### config.mk
export PLATFORM = sky130hd
export DESIGN_NAME = sensor_filter
export DESIGN_NICKNAME = d
export VERILOG_FILES = /design/src/rtl/sensor_filter.sv
export SDC_FILE = /design/constraint.sdc
export NUM_CORES = 1
export LEC_CHECK = 0
export ABC_AREA = 1
export CORE_MARGIN = 1.5
export CORE_UTILIZATION = 50
export CTS_BUF_LIST = sky130_fd_sc_hd__clkbuf_16
export DETAILED_ROUTE_END_ITERATION = 7
export PLACE_DENSITY = 0.68
export SLEW_MARGIN = 25
export SYNTH_ARGS = -nofsm -noshare
export SYNTH_HDL_FRONTEND = slang
export SYNTH_SLANG_ARGS = --single-unit
### constraint.sdc
create_clock -name clk -period 1.9 [get_ports clk]
set_input_delay 0.475 -clock clk [delete_from_list [all_inputs] [get_ports clk]]
set_output_delay 0.475 -clock clk [all_outputs]
set_load 0.05 [all_outputs]
### src/rtl/sensor_filter.sv
// Line-sensor conditioner: per-channel 2-flop synchroniser, prescaled sampling and a
// saturating up/down integrator with hysteresis; strobes whenever any filtered level changes.
module sensor_filter #(
  parameter int unsigned PRESCALE = 500,
  parameter int unsigned INT_W    = 4,
  parameter int unsigned INT_MAX  = 15,
  parameter int unsigned HI_TH    = 12,
  parameter int unsigned LO_TH    = 3
) (
  input  logic clk,
  input  logic reset,
  input  logic sensorLeftRaw,
  input  logic sensorMiddleRaw,
  input  logic sensorRightRaw,
  output logic sensorLeftFiltered,
  output logic sensorMiddleFiltered,
  output logic sensorRightFiltered,
  output logic sensorsChanged
);

  localparam int unsigned CntW = (PRESCALE > 1) ? $clog2(PRESCALE) : 1;
  localparam logic [CntW-1:0]  CntLast = CntW'(PRESCALE - 1);
  localparam logic [INT_W-1:0] IntMax  = INT_W'(INT_MAX);
  localparam logic [INT_W-1:0] HiTh    = INT_W'(HI_TH);
  localparam logic [INT_W-1:0] LoTh    = INT_W'(LO_TH);

  // Channel order in all vectors: [2]=left, [1]=middle, [0]=right.
  logic [2:0]       raw;
  logic [2:0]       sync1_q, sync2_q;
  logic [2:0]       filt_d, filt_q;
  logic [CntW-1:0]  cnt_q;
  logic             tick;
  logic             changed_q;
  logic [INT_W-1:0] int_q [3];
  logic [INT_W-1:0] int_d [3];

  assign raw  = {sensorLeftRaw, sensorMiddleRaw, sensorRightRaw};
  assign tick = (cnt_q == CntLast);

  always_comb begin
    for (int i = 0; i < 3; i++) begin
      int_d[i]  = int_q[i];
      filt_d[i] = filt_q[i];
      if (tick) begin
        if (sync2_q[i] && (int_q[i] < IntMax)) begin
          int_d[i] = int_q[i] + INT_W'(1);
        end else if (!sync2_q[i] && (int_q[i] != '0)) begin
          int_d[i] = int_q[i] - INT_W'(1);
        end
        // Between the thresholds the previous level is held.
        if (int_d[i] >= HiTh) begin
          filt_d[i] = 1'b1;
        end else if (int_d[i] <= LoTh) begin
          filt_d[i] = 1'b0;
        end
      end
    end
  end

  // All-ones after reset makes the downstream controller stop the motors until data settles.
  always_ff @(posedge clk or posedge reset) begin
    if (reset) begin
      sync1_q   <= 3'b111;
      sync2_q   <= 3'b111;
      cnt_q     <= '0;
      filt_q    <= 3'b111;
      changed_q <= 1'b0;
      for (int i = 0; i < 3; i++) begin
        int_q[i] <= IntMax;
      end
    end else begin
      sync1_q   <= raw;
      sync2_q   <= sync1_q;
      cnt_q     <= tick ? '0 : cnt_q + 1'b1;
      filt_q    <= filt_d;
      changed_q <= (filt_d != filt_q);
      for (int i = 0; i < 3; i++) begin
        int_q[i] <= int_d[i];
      end
    end
  end

  assign sensorLeftFiltered   = filt_q[2];
  assign sensorMiddleFiltered = filt_q[1];
  assign sensorRightFiltered  = filt_q[0];
  assign sensorsChanged       = changed_q;

endmodule

Word-level counts from Yosys, hierarchy flattened
Cells that the tools add are included. W data, S select, Z words.

Bits in read-only memories: 0. Memories: 0. Latch bits: 0. Register bits: 31. Input bits: 5. Bits in writable memories: 0. Logic and storage cells: 57.

Divide/modulo/power cells: 0. Reductions and logical operators: 12. Order comparisons: 9. Bitwise logic cells: 0. $add $sub $neg: 7. Equal/unequal tests: 2. Shift operators: 0. Muxes and demuxes: 19. Multiply operators: 0.

Operators with widths (number): $mux W4 (9); $add A4 B1 Y4 const B (3); $ge A4 B4 Y1 const B (3); $le A4 B2 Y1 const B (3); $lt A4 B4 Y1 const B (3); $reduce_bool A4 Y1 (3); $sub A4 B1 Y4 const B (3); $add A9 B1 Y9 const B (1); $eq A9 B9 Y1 const B (1); $mux W1 (9); $mux W9 (1); $logic_and A1 B1 Y1 (6); $logic_not A1 Y1 (3); $ne A3 B3 Y1 (1).

Depth between registers and ports, before layout
Gate-level depths: netlist of the first run.

Depth in word-level cells: 10. Mapped depth: 14. Mapped depth without buffers: 14.

Least setup slack after synthesis of the first run
OpenSTA, ideal clock, no wires.

Path kind: register to register. Start: reg int_q[8] (netlist name). End: reg changed_q (netlist: sensorsChanged). Required time: 1.776 ns. Arrival time: 1.480 ns. Setup time: 0.124 ns. Slack: 0.296 ns. Cell stages (with the launch flop): 15. Path buffers: 0. Period minus slack after synthesis: 1.604 ns. Cell sequence: dfstp_2 ha_1 nand3_1 nand2_1 inv_1 nand2_1 nand2_1 nand2_1 nand2_4 nor2_2 nand2_1 nand2_2 nand2_1 nand2_1 nand3_1.

Cells in the longest elaborated chain, start to end: 10. Elaborated cells between the ends (all ways): 15. Classes of those cells: add/sub (2); order compare (3); eq/ne (1); mux (6); reduce/logical (3).

Ends and longest elaborated chain: start: declaration (RTL line 34) `logic [INT_W-1:0] int_q [3];`; start signal: indexed assignment (RTL line 69) `int_q[i] <= IntMax;`; start signal: indexed assignment (RTL line 78) `int_q[i] <= int_d[i];`; parallel branches: the longest is 3 deep, another holds $sub A4 B1 Y4; $mux W4 * (RTL line 45) `if (sync2_q[i] && (int_q[i] < IntMax)) begin`; $mux W4 * (RTL line 44) `if (tick) begin`; $le A4 B2 Y1 (RTL line 53) `end else if (int_d[i] <= LoTh) begin`; $mux W1 (RTL line 53); $mux W1 * (RTL line 51) `if (int_d[i] >= HiTh) begin`; $mux W1 * (RTL line 44); via filt_d[0] (RTL line 30) `logic [2:0] filt_d, filt_q;`; $ne A3 B3 Y1 * (RTL line 76) `changed_q <= (filt_d != filt_q);`; end signal: assignment (RTL line 76); end: declaration (RTL line 33) `logic changed_q;`.

Mark *: on every way through the listed nets, which the timed path passes. The select of a mux whose other input is x is not followed. A chain may end at the register's enable or synchronous reset.

Worst setup path in the final report of the first run
Same ends and word-level chain as after synthesis.

==> flow_metrics.tcl, run 1 <==
set metrics [dict create \
    portBuffers 8 \
    layout-drive-gt1-share_pct 20.69 \
    place_inst 270 \
    cp_top_family "simple AND/OR/NAND/NOR gates" \
    io_pins 9 \
    cts.sinks 31 \
    slowest_stage "dfstp_2" \
    path_cells "ha_1, nand3_1, nand2_1, inv_1, nand2_1, nand2_1, nand2_1, nand2_4, nor2_2, nand2_1, nand2_2, nand2_1, nand2_1, nand3_1" \
    max_stage_delay_ns 0.55 \
    grtUsageTotal_pct 18.77 \
    wirelength_mm 3.123 \
    final_area_mm2 0.002085 \
    syn_area_per_cell_um2 8.214 \
    grt_pass1_wl_mm 5.740 \
    maxCapViolCount 0 \
    grt_pass1_vias 1376 \
    leakagePower_nw 1.016 \
    dp_hpwl_mm 2.299 \
    tightestPinTransition_ns 0.3683 \
    ys_types 32 \
    crit_type "reg -> reg" \
    crit_path_max_fanout 4 \
    cts_tree "built" \
    worstPathArrival_ns 1.93 \
    final.setup.tns_ns 0 \
    cp.buffers_inverters 1 \
    stdcell_count 278 \
    yosys_warnings 0 \
    slew_viol_final 0 \
    drc_errors 0 \
    die_x_um 62.57 \
    antennaDiodeCount 0 \
    syn2layout_area_growth_pct 17.49 \
    cp_common_cell "nand2_1" \
    crit_path_end_kind "flop" \
    wl_per_cell_um 11.23 \
    netlist_area_mm2 0.001774 \
    cp.required_ns 2.06 \
    drt_iter0_markers 123 \
    start_util_pct 52.75 \
    clock_skew_ns 0.008611 \
    final.min_clock_period_ns 1.764 \
    syn-num-nets 228 \
    whs_ns 0.3542 \
    grt_max_degree 32 \
    drtAntennaViolNets 0 \
    core_area_mm2 0.003363 \
    dieArea_mm2 0.003915 \
    overflow 0 \
    finish.utilization_pct 61.98 \
    p_total_mw 1.456 \
    firstDrtPassIters 4 \
    antenna_found_initial 0 \
    h-tree-depth 2 \
    peakVddDrop_mv 0.5414 \
    place.gp.congestion 0.8316 \
    insertion_delay_ns 0.28 \
    slew_headroom_pct 75.36 \
    final.period_utilization_pct 92.83 \
    ys_seq_elements 31 \
    hold_viol 0 \
    vias 1405 \
    post-route-worst-setup-slack_ns 0.1363 \
    clockBufferDepth 2 \
    rows 21 \
    die_h_um 62.57 \
    cts_setup_buffers 0 \
    path_clk_slew_ns 0.05 \
    cts_root_buf "clkbuf_16" \
    p_per_area_mw_per_mm2 698.6 \
    cts_made_buffers 5 \
    outcome "complete, no violations" \
    synth_seq_area_share_pct 45.20 \
    setup_viol 0 \
    nNetsFinal 243 \
    fill_cells 295 \
    dpl_cell_area_mm2 0.001941 \
    fmax_mhz 567.0 \
    place_ws_ns 0.1431 \
    worstSetupStartpointType "flop" \
    rsz0062_at_grt "false" \
    vias_per_cell 5.054 \
    syn-instance-count 216 \
    hold_class "reg -> reg" \
]
-- worst register-to-register path, delay by kind of cell (launching register included) --
kind	cells	cell delay (ns)
AND/OR/NAND/NOR	12	0.83
flip-flops	1	0.55
adder cells (fa/ha/maj)	1	0.18
buffers and inverters	1	0.08
-- state kept, by name, summed over array words and instances, names as in the netlist, named ones only --
signal          cells
cnt_q               9
filt_q              3
int_q              11
sensorsChanged      1
sync1_q             3
sync2_q             3
-- repair_timing --
action                                  4_1_cts  5_1_grt
endpoints found under the hold margin         0        0
endpoints found under the setup margin        0        2
gates resized for setup                       0        2
hold buffers                                  0        0
-- routing by layer --
| metal | share of wire (%) | wire length (um) | GRT usage, % | vias up |
|---|---|---|---|---|
| met5 | 0 | 0 | 0 | - |
| met2 | 49 | 1521 | 30.78 | 33 |
| met1 | 45 | 1408 | 21.61 | 645 |
| met3 | 4.6 | 144 | 6.847 | 7 |
| li1 | - | - | - | 720 |
| met4 | 1.5 | 48 | 9.444 | 0 |
-- Yosys cell counts --
cell      number  area, um2
dfstp_2       21      551.8
a31oi_1        2      12.51
inv_1         33      123.9
o21a_1         1      7.510
nor2_8         1      20.02
xor2_1         4      35.03
o211ai_2       2      25.02
buf_2          2      10.01
ha_1           7      87.58
nand2_1       57      214.0
nand2_2        2      12.51
buf_6          1      11.26
o21ai_1        6      30.03
nor2_4         1      11.26
nor3_1         2      10.01
o22ai_1        1      6.260
o211ai_1       2      15.01
dfrtp_1       10      250.2
a21oi_1        6      30.03
nand4_1        2      12.51
nor2_2         1      6.260
inv_2          1      3.750
xnor2_1        1      8.760
a211oi_1       1      7.510
nand2_4        2      22.52
a22o_1         1      8.760
nand3_1       19      95.09
and2_1         2      12.51
and3_1         1      6.260
nor2_1        15      56.30
nand3_4        2      35.03
o21ai_0        7      35.03
-- power breakdown --
group          switching, mW  total, mW  leakage, nW  internal [mW]
sequential           0.00356      0.678        0.343          0.675
combinational         0.0264     0.0407        0.600         0.0143
clock                  0.266      0.737       0.0724          0.471
-- kinds of logic (layout without fill, tap and decap cells) --
kind of cell | after synthesis | in the layout | synth area share [%]
simple gates | 107 | 107 | 28.98
buf+inv | 37 | 53 | 8.392
flops | 31 | 31 | 45.20
compound gates | 29 | 29 | 10.01
fa+ha+maj | 7 | 7 | 4.936
xor+xnor | 5 | 5 | 2.468
-- cells in the final DEF, fill, tap and decap left out, drive strengths merged --
master,Yosys,layout
nand4,2,2
clkdlybuf4s50,0,4
inv,34,35
o21a,1,1
dfstp,21,21
ha,7,7
a31oi,2,2
o211ai,4,4
nor3,2,2
clkinv,0,2
nand3,21,21
xnor2,1,1
nand2,61,61
o21ai,13,13
clkbuf,0,5
buf,3,7
and2,2,2
nor2,18,18
a211oi,1,1
a22o,1,1
dfrtp,10,10
o22ai,1,1
a21oi,6,6
and3,1,1
xor2,4,4
-- path summary, 6_finish.rpt --
kind	start	slack, ns	depth (start not counted)	end
min in group asynchronous	reset	0.58	3	cnt_q[6]
min	sync1_q[2]	0.35	0	sync2_q[2]
min reg2reg	sync1_q[2]	0.35	0	sync2_q[2]
max reg2reg	int_q[8]	0.14	14	sensorsChanged
max in group asynchronous	reset	1.00	3	int_q[8]
max	int_q[8]	0.14	14	sensorsChanged
-- final cells by class --
cell class	instances	area, um2	share of cell area [%]
inverters	34	127.6	6.122
clock inverters	3	12.51	0.6002
flip-flops and latches	31	802.0	38.48
clock buffers	5	125.1	6.002
repair buffers	11	130.1	6.243
well taps	46	57.56	2.761
multi-input cells	148	829.5	39.80
Note: power is estimated with default switching activity, not from simulation.
==> run 2: changes to the inputs <==
--- a/config.mk
+++ b/config.mk
@@ -11,6 +11,7 @@
 export CTS_BUF_LIST = sky130_fd_sc_hd__clkbuf_16
 export DETAILED_ROUTE_END_ITERATION = 7
 export PLACE_DENSITY = 0.68
+export SKIP_CTS_REPAIR_TIMING = 1
 export SLEW_MARGIN = 25
 export SYNTH_ARGS = -nofsm -noshare
 export SYNTH_HDL_FRONTEND = slang
==> results of run 2 <==
The final DEF is identical to that of run 1; final timing and power are the same.
==> run 3: changes to the inputs <==
--- a/config.mk
+++ b/config.mk
@@ -8,7 +8,6 @@
 export ABC_AREA = 1
 export CORE_MARGIN = 1.5
 export CORE_UTILIZATION = 50
-export CTS_BUF_LIST = sky130_fd_sc_hd__clkbuf_16
 export DETAILED_ROUTE_END_ITERATION = 7
 export PLACE_DENSITY = 0.68
 export SKIP_CTS_REPAIR_TIMING = 1
==> run 3 against run 2 <==
  * Cell count did not move
  * Critical path depth unchanged
  * Core utilization is 2.4 points lower
==> flow_metrics.tcl, run 3 (synthesized netlist as in run 1, its figures left out) <==
set metrics [dict create \
    hold_viol 0 \
    setup_viol 0 \
    io_pins 9 \
    vias 1399 \
    grtUsageTotal_pct 18.23 \
    leakagePower_nw 0.9796 \
    syn2layout_area_growth_pct 12.98 \
    worstSetupStartpointType "flop" \
    crit_path_max_fanout 4 \
    rows 21 \
    core_area_mm2 0.003363 \
    reg_top3 "int_q: 11 flops, cnt_q: 9 flops" \
    crit_type "reg -> reg" \
    final.setup.tns_ns 0 \
    cts.sinks 31 \
    regArea_um2 802.0 \
    path_clk_slew_ns 0.10 \
    fmax_mhz 568.9 \
    clock_skew_ns 0.01577 \
    p_per_area_mw_per_mm2 555.6 \
    overflow 0 \
    fill_cells 304 \
    combPwrFrac_pct 3.6 \
    peakVddDrop_mv 0.3328 \
    grt_max_degree 32 \
    cp.required_ns 2.12 \
    drc_errors 0 \
    p_sw_share_pct 22.19 \
    antenna_found_initial 0 \
    firstDrtPassIters 4 \
    power.internal_mw 0.8665 \
    regMostFlops "int_q" \
    slowest_stage "dfstp_2" \
    wirelength_mm 3.105 \
    antennaDiodeCount 0 \
    nNetsFinal 243 \
    dieArea_mm2 0.003915 \
    final_common_cell "nand2_1" \
    h-tree-depth 2 \
    mostFrequentLayoutCells "nand2_1 (57), inv_1 (33), dfstp_2 (21)" \
    largest_reg_flops 11 \
    grt_pass1_vias 1401 \
    slew_viol_final 0 \
    path_cells "ha_1, nand3_1, nand2_1, inv_1, nand2_1, nand2_1, nand2_1, nand2_4, nor2_2, nand2_1, nand2_2, nand2_1, nand2_1, nand3_1" \
    drt_iter0_markers 134 \
    maxCapViolCount 0 \
    cp_common_cell "nand2_1" \
    power_frac_seq_pct 60.8 \
    hold_class "reg -> reg" \
    portBuffers 8 \
    slew_headroom_pct 75.23 \
    clockPowerShare_pct 35.6 \
    multiInputGateArea_um2 827.0 \
    die_x_um 62.57 \
    p_switching_mw 0.2472 \
    max_stage_delay_ns 0.56 \
    drtAntennaViolNets 0 \
    clockBufferDepth 2 \
    cts_root_buf "clkbuf_4" \
    vias_per_cell 5.032 \
    place_inst 270 \
    final.period_utilization_pct 92.52 \
    final.min_clock_period_ns 1.758 \
    die_h_um 62.57 \
    grt_pass1_wl_mm 5.720 \
    wl_per_cell_um 11.17 \
    whs_ns 0.3607 \
    insertion_delay_ns 0.33 \
    layout-drive-gt1-share_pct 20.69 \
    stdcell_count 278 \
    outcome "complete, no violations" \
    crit_path_end_kind "flop" \
    tightestPinTransition_ns 0.3716 \
    dp_hpwl_mm 2.299 \
    worstPathArrival_ns 1.98 \
    rsz0062_at_grt "false" \
    cts_tree "built" \
    start_util_pct 52.75 \
    place.gp.congestion 0.8316 \
    cts_made_buffers 5 \
]
[run 3: worst max-delay path: cells and delay by family, from the launching register on]
kind | cells | cell delay [ns]
and+or+nand+nor | 12 | 0.85
adders and majority gates | 1 | 0.18
DFF | 1 | 0.56
buffers and inverters | 1 | 0.08
[run 3: final timing paths]
path | start | end | slack, ns | cells after the start
worst max-delay path | int_q[8] | sensorsChanged | 0.14 | 14
worst min register to register | sync1_q[2] | sync2_q[2] | 0.36 | 0
max in group asynchronous | reset | int_q[8] | 1.05 | 3
worst min-delay path | sync1_q[2] | sync2_q[2] | 0.36 | 0
worst max register to register | int_q[8] | sensorsChanged | 0.14 | 14
min in group asynchronous | reset | cnt_q[6] | 0.52 | 3
[run 3: cell type report]
cell class                 count  share of cell area [%]
clock buffer                   7                   2.747
timing repair buffer          11                   6.492
clock inverter                 1                  0.2497
inverter                      34                   6.367
tap                           46                   2.871
multi-input combinational    148                   41.26
sequential                    31                   40.01
[run 3: layer usage]
metal  wire [um]  GRT usage, %  vias up
li1            -             -      722
met1        1395         21.49      646
met3         113         3.784        5
met5           0             0        -
met2        1556         31.45       26
met4          40         9.167        0
[run 3: power groups by stage]
stage	combinational, mW	clock [mW]	sequential (mW)
floorplan	0.0245	0	0.686
detailed placement	0.0413	0	0.687
finish	0.0404	0.397	0.677
global placement	0.0394	0	0.687
CTS	0.0412	0.416	0.676
global route	0.0470	0.445	0.678
[run 3: per-stage QoR]
| step | util [%] | total power, mW | cell area [um2] | setup WS [ns] |
|---|---|---|---|---|
| final | 59.60 | 1.114 | 2004 | 0.1421 |
| after detailed placement | 57.70 | 0.7285 | 1941 | 0.1431 |
| after floorplan | - | 0.7108 | 1774 | 0.2957 |
| after CTS | 59.49 | 1.133 | 2001 | 0.1295 |
| after global routing | 59.60 | 1.170 | 2004 | 0.002723 |
| after global placement | 57.70 | 0.7263 | 1941 | 0.1888 |
